--- config.mk ---
export PLATFORM = sky130hd
export DESIGN_NAME = jpeg_rle_encoder
export DESIGN_NICKNAME = d
export VERILOG_FILES = /design/src/rtl/jpeg_pkg.sv /design/src/rtl/jpeg_size_amp.sv /design/src/rtl/jpeg_rle_encoder.sv
export SDC_FILE = /design/constraint.sdc
export NUM_CORES = 1
export LEC_CHECK = 0
export BUFFER_PORTS_ARGS = -buffer_cell sky130_fd_sc_hd__buf_2
export CAP_MARGIN = 25
export CORE_MARGIN = 2
export CORE_UTILIZATION = 50
export CTS_CLUSTER_SIZE = 30
export DETAILED_ROUTE_END_ITERATION = 6
export PLACE_DENSITY = 0.69
export SLEW_MARGIN = 40
export SYNTH_ARGS = -nofsm -noshare
export SYNTH_HDL_FRONTEND = slang
export SYNTH_HIERARCHICAL = 1
export SYNTH_SLANG_ARGS = --single-unit
--- constraint.sdc ---
create_clock -name clk -period 11.7 [get_ports clk]
set_clock_uncertainty 0.1 [all_clocks]
set_input_delay 2.34 -clock clk [delete_from_list [all_inputs] [get_ports clk]]
set_output_delay 2.34 -clock clk [all_outputs]
set_load 0.005 [all_outputs]
--- src/rtl/jpeg_pkg.sv ---
// jpeg_pkg: shared symbol type, FSM states and constants for the JPEG RLE encoder
package jpeg_pkg;
  localparam int BLK_LEN = 64;
  localparam logic [3:0] ZRL_RUN = 4'd15;
  localparam int AMP_W = 16;
  typedef enum logic {ACCEPT, EMIT_ZRL} state_t;
  typedef struct packed {
    logic dc;
    logic eob;
    logic [3:0] run;
    logic [3:0] size;
    logic [AMP_W-1:0] amp;
  } sym_t;
endpackage

--- src/rtl/jpeg_size_amp.sv ---
// jpeg_size_amp: combinational JPEG magnitude category (size) and one's-complement amplitude bits
module jpeg_size_amp #(
  parameter int W = 13
) (
  input  logic signed [W-1:0] val,
  output logic [3:0]          size,
  output logic [W-1:0]        amp
);
  logic [W-1:0] mag;
  assign mag = val[W-1] ? -val : val;
  always_comb begin
    size = '0;
    for (int i = 0; i < W; i++) if (mag[i]) size = 4'(i + 1);
  end
  assign amp = val[W-1] ? (val - W'(1)) & ~({W{1'b1}} << size) : val;
endmodule

--- src/rtl/jpeg_rle_encoder.sv ---
// jpeg_rle_encoder: zigzag coefficients in (one per cycle, 64 per block), DC/AC/ZRL/EOB symbols out
module jpeg_rle_encoder
  import jpeg_pkg::*;
#(
  parameter int COEF_W = 12
) (
  input  logic              clk,
  input  logic              rst,
  input  logic              in_valid,
  output logic              in_ready,
  input  logic [COEF_W-1:0] in_coef,
  output logic              out_valid,
  input  logic              out_ready,
  output logic              out_dc,
  output logic              out_eob,
  output logic [3:0]        out_run,
  output logic [3:0]        out_size,
  output logic [COEF_W-1:0] out_amp
);
  state_t state, state_n;
  logic [5:0] idx, zrun, zrun_n;
  logic [COEF_W-1:0] pred, hold;
  logic signed [COEF_W:0] diff, sa_in;
  logic [3:0] sa_size;
  logic [COEF_W:0] sa_amp;
  sym_t sym, sym_n;
  logic load, fire, out_free, last, zrl_due;
  assign out_free = !out_valid || out_ready;
  assign in_ready = state == ACCEPT && out_free;
  assign fire = in_valid && in_ready;
  assign last = idx == 6'(BLK_LEN - 1);
  assign zrl_due = zrun >= 6'd16;
  assign diff = {in_coef[COEF_W-1], in_coef} - {pred[COEF_W-1], pred};
  // one size/amp unit shared: held AC coef during ZRL bursts, else DC diff or live AC coef
  assign sa_in = state == EMIT_ZRL ? {hold[COEF_W-1], hold} :
                 idx == 6'd0 ? diff : {in_coef[COEF_W-1], in_coef};
  jpeg_size_amp #(.W(COEF_W + 1)) u_size_amp (
    .val  (sa_in),
    .size (sa_size),
    .amp  (sa_amp)
  );
  always_comb begin
    state_n = state;
    zrun_n = zrun;
    load = 1'b0;
    sym_n = '0;
    if (fire) begin
      load = 1'b1;
      if (idx == 6'd0) begin
        sym_n.dc = 1'b1;
        sym_n.size = sa_size;
        sym_n.amp = AMP_W'(sa_amp);
      end else if (in_coef == '0) begin
        load = last;
        sym_n.eob = last;
        zrun_n = last ? 6'd0 : zrun + 6'd1;
      end else if (zrl_due) begin
        sym_n.run = ZRL_RUN;
        zrun_n = zrun - 6'd16;
        state_n = EMIT_ZRL;
      end else begin
        sym_n.run = zrun[3:0];
        sym_n.size = sa_size;
        sym_n.amp = AMP_W'(sa_amp);
        zrun_n = 6'd0;
      end
    end else if (state == EMIT_ZRL && out_free) begin
      load = 1'b1;
      sym_n.run = zrl_due ? ZRL_RUN : zrun[3:0];
      sym_n.size = zrl_due ? 4'd0 : sa_size;
      sym_n.amp = zrl_due ? '0 : AMP_W'(sa_amp);
      zrun_n = zrl_due ? zrun - 6'd16 : 6'd0;
      state_n = zrl_due ? EMIT_ZRL : ACCEPT;
    end
  end
  always_ff @(posedge clk) begin
    if (rst) begin
      state <= ACCEPT;
      idx <= '0;
      zrun <= '0;
      pred <= '0;
      hold <= '0;
      sym <= '0;
      out_valid <= 1'b0;
    end else begin
      state <= state_n;
      zrun <= zrun_n;
      if (fire) begin
        idx <= idx + 6'd1;
        hold <= in_coef;
        if (idx == 6'd0) pred <= in_coef;
      end
      if (load) begin
        sym <= sym_n;
        out_valid <= 1'b1;
      end else if (out_ready) out_valid <= 1'b0;
    end
  end
  assign out_dc = sym.dc;
  assign out_eob = sym.eob;
  assign out_run = sym.run;
  assign out_size = sym.size;
  assign out_amp = COEF_W'(sym.amp);
endmodule
Yosys cells after proc, flatten, opt, wreduce, memory -nomap -nowiden
Index checks and enable logic that the tools add are counted.
- shift-type cells: 1
- bitwise operators: 3
- add/sub/neg operators: 6
- reduce and logical (&&, ||, !) cells: 12
- equality and inequality tests: 4
- muxes and demuxes: 47
- $lt $le $gt $ge: 1
- operator list (cell ; number):
    $mux W24 ; 3
    $mux W13 ; 5
    $mux W20 ; 2
    $mux W6 ; 6
    $mux W4 ; 8
    $mux W1 ; 15
    $and A13 B13 Y13 ; 1
    $neg A13 Y13 ; 1
    $not A13 Y13 ; 1
    $shl A13 B4 Y13 const A ; 1
    $sub A12 B12 Y13 ; 1
    $sub A13 B1 Y13 const B ; 1
    $add A6 B1 Y6 const B ; 2
    $logic_not A12 Y1 ; 1
    $mux W3 ; 4
    $eq A6 B6 Y1 const B ; 1
    $ge A6 B5 Y1 const B ; 1
    $logic_not A6 Y1 ; 1
    $mux W2 ; 3
    $sub A6 B5 Y6 const B ; 1
    $mux W5 ; 1
    $ne A2 B2 Y1 const B ; 2
    $reduce_and A2 Y1 ; 2
    $reduce_and A4 Y1 ; 1
    6 further kinds ; 9
- register bits: 60
- input port bits: 16
- output and inout port bits: 24
- logic and storage cells: 85

Longest topological paths before layout
Gate-level depths: netlist of the first run.
- depth in word-level cells: 26
- mapped depth: 20
- mapped depth without buffers: 18

By module
The synthesis of the first run kept the hierarchy.
- by module, submodules not included (module ; area each (um^2) ; cells an instance ; sequential area each (um^2) ; instances):
    jpeg_rle_encoder ; 3134.3 ; 392 ; 1201.2 ; 1
    jpeg_size_amp ; 1131.1 ; 173 ; 0.0 ; 1

Worst setup path before layout of the first run
No wires, ideal clock.
- kind: input-to-reg
- start point: input port in_coef[0]
- end point: register sym (netlist bit out_amp[0])
- arrival time: 5709 ps
- setup slack: 5774 ps
- path buffers: 0
- cell stages on the path: 18
- data required time: 11483 ps
- library setup time: 117 ps
- path through: inv_1 > ha_1 > fa_1 > nor2b_1 > o21a_1 > nor2_1 > xnor2_1 > mux2i_1 > o21ai_0 > or4_4 > or3_1 > a211oi_2 > o22ai_2 > nor2_4 > nand2_4 > o41ai_2 > mux2i_1 > a22o_1
- elaborated cells on any way between the ends: 33
- those cells by class: 3 x add/sub; 1 x shift; 26 x mux; 2 x bitwise; 1 x reduce/logical
- RTL lines (element ; RTL line ; text):
    start, declared ; jpeg_rle_encoder.sv:11 ; input logic [COEF_W-1:0] in_coef,
    $sub A12 B12 Y13 * ; jpeg_rle_encoder.sv:33 ; assign diff = {in_coef[COEF_W-1], in_coef} - {pred[COEF_W-1], pred};
    $mux W13 * ; jpeg_rle_encoder.sv:36 ; idx == 6'd0 ? diff : {in_coef[COEF_W-1], in_coef};
    $mux W13 * ; jpeg_rle_encoder.sv:35 ; assign sa_in = state == EMIT_ZRL ? {hold[COEF_W-1], hold} :
    via sa_in[4] ; jpeg_rle_encoder.sv:23 ; logic signed [COEF_W:0] diff, sa_in;
    $neg A13 Y13 ; jpeg_size_amp.sv:10 ; assign mag = val[W-1] ? -val : val;
    $mux W13 * ; jpeg_size_amp.sv:10 ;
    $mux W3 (3 in a row) ; jpeg_size_amp.sv:13 ; for (int i = 0; i < W; i++) if (mag[i]) size = 4'(i + 1);
    $mux W4 (5 in a row) ; jpeg_size_amp.sv:13 ;
    [2 not listed] ; n/a ;
    $not A13 Y13 * ; jpeg_size_amp.sv:15 ; assign amp = val[W-1] ? (val - W'(1)) & ~({W{1'b1}} << size) : val;
    $and A13 B13 Y13 * ; jpeg_size_amp.sv:15 ;
    $mux W13 * ; jpeg_size_amp.sv:15 ;
    via sa_amp[0] ; jpeg_rle_encoder.sv:25 ; logic [COEF_W:0] sa_amp;
    $mux W20 ; jpeg_rle_encoder.sv:57 ; end else if (zrl_due) begin
    $mux W24 ; jpeg_rle_encoder.sv:53 ; end else if (in_coef == '0) begin
    $mux W20 ; jpeg_rle_encoder.sv:49 ; if (idx == 6'd0) begin
    $mux W24 * ; jpeg_rle_encoder.sv:47 ; if (fire) begin
    end signal, assigned ; jpeg_rle_encoder.sv:94 ; sym <= sym_n;
    end, declared ; jpeg_rle_encoder.sv:26 ; sym_t sym, sym_n;
The timed path passes the listed nets; every way through them passes the cells marked *.
A chain may end at the register's enable or synchronous reset.

Worst setup path after layout of the first run
- start point: input port in_coef[2]
- end point: register sym (netlist bit out_amp[8])
- elaborated cells on any way between the ends: 33
- those cells by class: 3 x add/sub; 1 x shift; 26 x mux; 2 x bitwise; 1 x reduce/logical
- RTL lines (element ; RTL line ; text):
    $sub A12 B12 Y13 * ; jpeg_rle_encoder.sv:33 ;
    $mux W13 * ; jpeg_rle_encoder.sv:36 ;
    $mux W13 * ; jpeg_rle_encoder.sv:35 ;
    via sa_in[12] ; jpeg_rle_encoder.sv:23 ;
    $mux W13 * ; jpeg_size_amp.sv:10 ;
    $mux W3 (4 in a row) ; jpeg_size_amp.sv:13 ;
    $mux W4 (5 in a row) ; jpeg_size_amp.sv:13 ;
    $mux W4 * ; jpeg_size_amp.sv:13 ;
    via sa_size[2] ; jpeg_rle_encoder.sv:24 ; logic [3:0] sa_size;
    [1 not listed] ; n/a ;
    $not A13 Y13 * ; jpeg_size_amp.sv:15 ;
    $and A13 B13 Y13 * ; jpeg_size_amp.sv:15 ;
    $mux W13 * ; jpeg_size_amp.sv:15 ;
    via sa_amp[8] ; jpeg_rle_encoder.sv:25 ;
    $mux W20 ; jpeg_rle_encoder.sv:57 ;
    $mux W24 ; jpeg_rle_encoder.sv:53 ;
    $mux W20 ; jpeg_rle_encoder.sv:49 ;
    $mux W24 * ; jpeg_rle_encoder.sv:47 ;
Marked as above.

==> flow_results.org, run 1 <==
** Clocking
- CTS built an H-tree with a depth of 3.
- Gates resized during post-CTS repair numbered 0.
- At the later pin of the worst-skew pair, clock insertion delay measures 0.35 ns.
- TritonCTS built the clock tree.
- After clock tree synthesis, the clock-pin slew on the worst setup and hold paths is 0.07 ns.
- CTS placed an instance of sky130_fd_sc_hd__clkbuf_8 at the clock tree root.
- Buffers added to address setup during post-CTS repair amount to 0.
- The number of clock buffers added by TritonCTS is 9.
- The number of hold buffers added after CTS was 0.
- For this design, the sink count on the clock tree is 60.
- Number of buffers on the longest clock path :: 2

** Place
- Count of input and output buffers :: 39
- Detailed placement finished with a half-perimeter wire length of 7.17 mm.
- Routability Congestion :: 0.926

** Floorplan
- Floorplan Core Area :: 8220 um^2
- Die ar. :: 9270 um^2
- Top-level I/O count :: 40
- DIE WIDTH :: 96.3 um
- Initial cell density of the core :: 51.8%
- Std-Cell Rows :: 33
- The die is 96.3 um tall.

** GRT
- Initial antenna violation count :: 0
- Overall Global Routing Usage :: 22.1%
- First-pass GRT wire length :: 16.2 mm
- The via count of the first global-routing pass was 3463.
- Entering global routing, the biggest net connects 42 pins.
- Summed over all layers, the global routing overflow is 0.

** Worst hold path
- In this run the worst hold path is classified as reg -> reg.
- Count of cells along the worst hold path :: 2

** Power and ir drop
- Sequential share of power :: 32.2%
- Total chip power :: 0.000722 W
- IR analysis of the VDD net gives a maximum drop of 0.0741 mV.
- In this run the power density over the cells is 156 nW/um^2.
- Static power due to leakage :: 1.88 nW
- In this run switching power makes up 37.8% of total power.
- Internal power summed over all cells :: 0.000449 W
- The clock network accounts for 27.0% of the total power.
- Relative contribution of combinational cells to total power :: 40.8%
- Switching power :: 0.000273 W

** Critical path
- Startpoint types :: primary input
- Arrival @ worst endpoint :: 6.40 ns
- Data required time of the worst path :: 11.89 ns
- The critical path is of the in -> reg type.
- Slowest cell on the critical path :: sky130_fd_sc_hd__a221oi_1
- Walking the worst path, the cells encountered are buf_2, ha_1, nor2b_1, o31ai_1, nand2_1, a221oi_1, o21ai_0, a31oi_2, buf_4, inv_1, a31o_2, a211oi_1, and2b_2, o21ai_2, nor4_1, nor3_1, a22o_1.
- Along the worst path, the maximum fanout reaches 36.
- The largest single stage delay on the critical path is 0.40 ns.
- Length in cells of the worst reg-to-reg path :: 16
- The worst setup path is captured at a register.

** Drt
- Summed over all layers, the routed wires come to 9.79 mm.
- Vias per std cell :: 5.73
- Drt first pass iters :: 5
- For this run, design rule violations remaining after detail routing come to 0.
- Post-detailed-route wirelength per cell :: 14.1 um
- Number of DRC violations after detailed-routing iteration 0 :: 197
- Count of vias placed by the detailed router :: 3970
- Once detail routing completed, the nets flagged for antenna violations numbered 0.

** Timing
- Total Negative Setup Slacks :: 0 ns
- Subtracting the final worst setup slack from the clock period gives 6.21 ns.
- Setup violations remaining at the end of the flow were counted as 0.
- Max-slew violations :: 0
- For the pin with the worst max-slew slack, the measured transition is 0.791 ns.
- Timing would allow up to 161 MHz.
- The number of failing hold endpoints at the final stage was 0.
- Hold is met by 0.333 ns.
- Setup repair after global routing left no endpoint under its margin.
- The worst pin sits at a relative slew slack of 46.8%.
- Dividing the final minimum period by the clock period gives 53.1%.

** Run
- Number of max-cap violations :: 0

** Final layout
- Area Overhead vs Synth :: 9.03%
- # diodes :: 0
- Top library cells by usage in the layout, fill and taps aside :: sky130_fd_sc_hd__nand2_1, sky130_fd_sc_hd__dfxtp_1, sky130_fd_sc_hd__a21oi_1
- The library cell used most frequently in the layout, excluding fill and tap cells, is sky130_fd_sc_hd__nand2_1.
- FF+latch area :: 1200 um^2
- Area occupied by multi-input gates :: 2760 um^2
- Layout net count :: 617
- Proportion of layout cells with a drive suffix above 1 :: 16.5%
- Fill cells in the final layout number 796.

** Synthesis
- Synthesis produced 563 cells.
- Synthesized netlist net count :: 597
- During synthesis, Yosys emitted a total of 6 warnings.
- Averaged over all synthesized cells, the footprint is 7.56 um^2.
- Area of the mapped netlist :: 4260 um^2

** Status
- The flow ran to the end, and the final reports show no timing, DRC or antenna violations.
[per-layer routing]
layer	global-route usage [%]	wire length (um)
met5	0	0
met4	6.90	127
met1	29.9	4780
met3	5.72	474
met2	34.4	4410
[area by class of cell]
| type | instances | share of cell area [%] |
|---|---|---|
| Multi-Input combinational cell | 441 | 59.5 |
| Sequential cell | 60 | 25.9 |
| Timing Repair Buffer | 46 | 5.34 |
| Clock buffer | 12 | 3.34 |
| Tap cell | 105 | 2.83 |
| Inverter | 25 | 2.02 |
| Clock inverter | 4 | 1.02 |
[flip-flops by register name, summed over array words and instances, names as in the netlist, 4 cells and up]
| name | cells |
|---|---|
| pred | 12 |
| idx | 6 |
| zrun | 6 |
| hold | 12 |
| out_amp | 12 |
| out_run | 4 |
| out_size | 4 |
[final timing paths]
path | from | to | slack [ns]
setup reg to reg | idx[2] | out_amp[0] | 6.97
hold / removal | out_run[3] | out_run[3] | 0.33
hold reg to reg | out_run[3] | out_run[3] | 0.33
setup / recovery | in_coef[2] | out_amp[8] | 5.49
[through the flow]
step | cell area [um^2] | utilization [%] | setup slack (ns) | instances
2_1_floorplan | 4260 | - | 5.77 | 563
5_1_grt | 4640 | 56.5 | 5.24 | 693
4_1_cts | 4630 | 56.4 | 5.54 | 693
6_report | 4640 | 56.5 | 5.49 | 693
3_3_place_gp | 4420 | 53.7 | 5.18 | 676
3_5_place_dp | 4430 | 53.9 | 5.18 | 677
[worst max-delay path: cells and delay by family]
kind                     cells  cell delay, ns
AO/OA/AOI/OAI                8            2.09
adder cells (fa/ha/maj)      1            0.35
AND/OR/NAND/NOR              5            0.88
buffers and inverters        3            0.74
[power groups by stage]
stage	Sequential, W	Combinational (W)	Clock (W)
after floorplan	0.000237	0.000237	0
after global placement	0.000236	0.000286	0
after detailed placement	0.000237	0.000291	0
after CTS	0.000233	0.000292	0.000199
after global routing	0.000235	0.000329	0.000209
final	0.000232	0.000295	0.000195
Note: power is estimated with default switching activity, not from simulation.
==> inputs of run 2 (changes only) <==
Clock period 11.7 ns to 5.8 ns, I/O delays scaled along.
==> run 2 against run 1 <==
Effect of this change:
- hold slack worse by 0.0018 ns
- global-route usage up 0.97 points
- critical path depth up 1
- utilization up 0.32 points
- clock-buffer cell count down 2
- worst setup slack worse by 4.6 ns
- register-to-register slack worse by 5.7 ns
- total power up 100%
- design area up 0.57%
- die area unchanged
- critical endpoint is now out_amp[0]
==> flow_results.org, run 2 (synthesis gave the netlist of run 1 again) <==
** Floorplan
- Initial cell density of the core :: 51.8% (unchanged)
- The die area was 9270 um^2 (unchanged).
- The number of top-level pins came to 40 (unchanged).
- The core footprint came to 8220 um^2 (unchanged).
- Die H :: 96.3 um (unchanged)
- Std-Cell Rows :: 33 (unchanged)
- DIE WIDTH :: 96.3 um (unchanged)

** Power and ir drop
- Relative contribution of combinational cells to total power :: 42.1% (+1.3 points)
- The cell-internal power is 0.000904 W (+100%).
- The net switching power came to 0.000558 W (+100%).
- Clk network pwr share :: 25.9% (-1.1 points)
- Switching fraction of total power :: 38.2% (+0.41 points)
- Static power due to leakage :: 1.90 nW (+1.3%)
- Sequential share of power :: 32.1% (about the same)
- Max IR drop VDD :: 0.135 mV (+82%)
- The power density normalized to cell area is 313 nW/um^2 (+100%).

** GRT
- Global-route congestion overflow total :: 0 (unchanged)
- The aggregate global-route resource usage came to 23.1% (+0.97 points).
- The maximum number of pins on one net before global-route repair is 42 (unchanged).
- First-pass GRT wire length :: 17.0 mm (+5.3%)
- The via count of the first global-routing pass is 3632 (+4.9%).
- Initial antenna violation count :: 0 (unchanged)

** Critical path
- The critical-path maximum fanout came to 13 (-64%).
- The cell count along the critical path is 18 (+1).
- Stage delay of the slowest cell on the critical path :: 0.66 ns (+0.26 ns)
- The data arrival time at the worst-slack endpoint came to 5.02 ns (-1.38 ns).
- STA classifies the critical path startpoint as a primary input.
- Length in cells of the worst reg-to-reg path :: 16 (unchanged)
- Grouping stages by cell kind, the critical path spends the most delay in simple AND/OR/NAND/NOR gates.
- The worst setup path is of the in -> reg kind.
- Among all stages on the critical path, the largest delay is contributed by sky130_fd_sc_hd__nor4_1.
- The number of buffers and inverters on the critical path is 3 (unchanged).
- The signal on the critical path passes through buf_2, inv_1, ha_1, fa_1, nor2b_1, nor3_1, a21oi_1, o21ai_0, buf_4, nor4_1, nand3_1, o21ai_0, o21ai_0, nor2_4, nand2_4, o41ai_2, mux2i_1, a22o_1.
- The most numerous cell type found on the critical path is sky130_fd_sc_hd__o21ai_0.
- Worst setup EP type :: register
- The data required time at the worst endpoint was 5.94 ns (-5.95 ns).

** Run
- The reported max-cap violation count is 0 (unchanged).

** Timing
- Final hold violations :: 0 (unchanged)
- The worst-case headroom to the max-slew limit is 47.4% (+0.58 points).
- Worst Max-Slew Pin Slew :: 0.789 ns (-0.00138 ns)
- Unrepaired setup endpoints after global routing :: false
- Worst slack on hold paths :: 0.331 ns (-0.00181 ns)
- Total Negative Setup Slacks :: 0 ns (unchanged)
- Max Clock Freq :: 205 MHz
- Final cycle utilization of the critical path :: 84.3%
- Period minus WS final :: 4.89 ns
- The number of pins with negative max-slew slack in the final report came to 0 (unchanged).
- Final setup violating endpoints :: 0 (unchanged)

** Clocking
- The number of hold buffers added after CTS is 0 (unchanged).
- The level count of the clock H-tree came to 3 (unchanged).
- TritonCTS built the clock tree.
- The count of clock tree sinks came to 60 (unchanged).
- The latest clock arrival within the worst-skew pair was 0.34 ns (about the same).
- Clk root buf :: sky130_fd_sc_hd__clkbuf_8
- Clock-pin slew of the registers on the worst-case setup and hold paths :: 0.06 ns (about the same)
- Number of buffers on the longest clock path :: 2 (unchanged)
- The number of buffers added by the clock tree synthesis step was 9 (unchanged).
- Number of setup buffers added after CTS :: 0 (unchanged)
- The count of cells resized by post-cts repair was 0 (unchanged).

** Final layout
- Final Cell Area :: 4670 um^2 (+0.57%)
- Layout net count :: 623 (+0.97%)
- Compared with the post-synthesis result, the final layout area differs by 9.64%.
- The proportion of layout cells with a drive suffix above 1 is 17.0% (+0.54 points).
- # diodes :: 0 (unchanged)
- Final core utilization :: 56.8% (+0.32 points)
- Most common library cell in the layout ignoring fill and taps :: sky130_fd_sc_hd__nand2_1
- In the layout the commonest cells are sky130_fd_sc_hd__nand2_1, sky130_fd_sc_hd__dfxtp_1, sky130_fd_sc_hd__a21oi_1.

** Place
- Placed Instance Area :: 4470 um^2 (+0.93%)
- The count of input and output buffers is 39 (unchanged).
- The detailed placer's ending HPWL was 7.47 mm (+4.1%).
- The global placement routability congestion was 0.919 (-0.73%).

** Drt
- Post-DRT Antenna Nets :: 0 (unchanged)
- Post-detailed-route wirelength per cell :: 14.6 um (+3.4%)
- The vias after detailed routing came to 4004 (+0.86%).
- Number of DRC violations after detailed-routing iteration 0 :: 218 (+11%)
- The post-route DRC violation count came to 0 (unchanged).
- Vias per std cell :: 5.74 (+0.13%)
- The number of detailed-routing iterations run before antenna repair is 5 (unchanged).
- Routed wire length :: 10.2 mm (+4.2%)

** Status
- The run finished with clean final reports.

** Worst hold path
- Class of the worst hold path :: reg -> reg
- The hold-critical path depth was 2 (unchanged).
[run 2: metal layers]
metal / vias to the layer above / track usage [%] / routed length [um]
met4: 0 / 8.45 / 152
met3: 16 / 3.37 / 441
met1: 1824 / 30.9 / 4900
met2: 103 / 37.6 / 4700
li1: 2061 / - / -
met5: - / 0 / 0
[run 2: final cells by class]
type,instances,area (um^2)
sequential,60,1200
fill,787,3550
tap,105,131
timing repair buffer,52,293
clock buffer,10,138
clock inverter,5,52.6
inverter,25,93.8
multi-input combinational,441,2760
[run 2: through the flow]
step | power (W) | setup WS [ns] | cells
2_1_floorplan | 0.000957 | 1.05 | 563
3_3_place_gp | 0.00108 | 0.551 | 682
3_5_place_dp | 0.00109 | 0.593 | 683
4_1_cts | 0.00147 | 0.947 | 698
5_1_grt | 0.00156 | 0.457 | 698
6_report | 0.00146 | 0.913 | 698
[run 2: worst paths after layout]
| kind | start | end | slack [ns] |
|---|---|---|---|
| max | in_coef[0] | out_amp[0] | 0.91 |
| min | out_run[2] | out_run[2] | 0.33 |
| max reg2reg | idx[2] | out_amp[0] | 1.26 |
| min reg2reg | out_run[2] | out_run[2] | 0.33 |
[run 2: worst register-to-register path: cells and delay by family, from the launching register on]
kind / cells / cell delay [ns]
AOI/OAI and AO/OA: 7 / 1.69
adders and majority gates: 1 / 0.33
buffers and inverters: 2 / 0.32
DFF: 1 / 0.36
muxes: 1 / 0.12
and+or+nand+nor: 5 / 1.51
[run 2: power by group through the flow]
stage	Combinational [W]	Clock (W)	Sequential, W
3_3_place_gp	0.000598	0	0.000477
6_report	0.000616	0.000378	0.000469
3_5_place_dp	0.000608	0	0.000479
5_1_grt	0.000689	0.000400	0.000474
4_1_cts	0.000612	0.000387	0.000469
2_1_floorplan	0.000478	0	0.000479
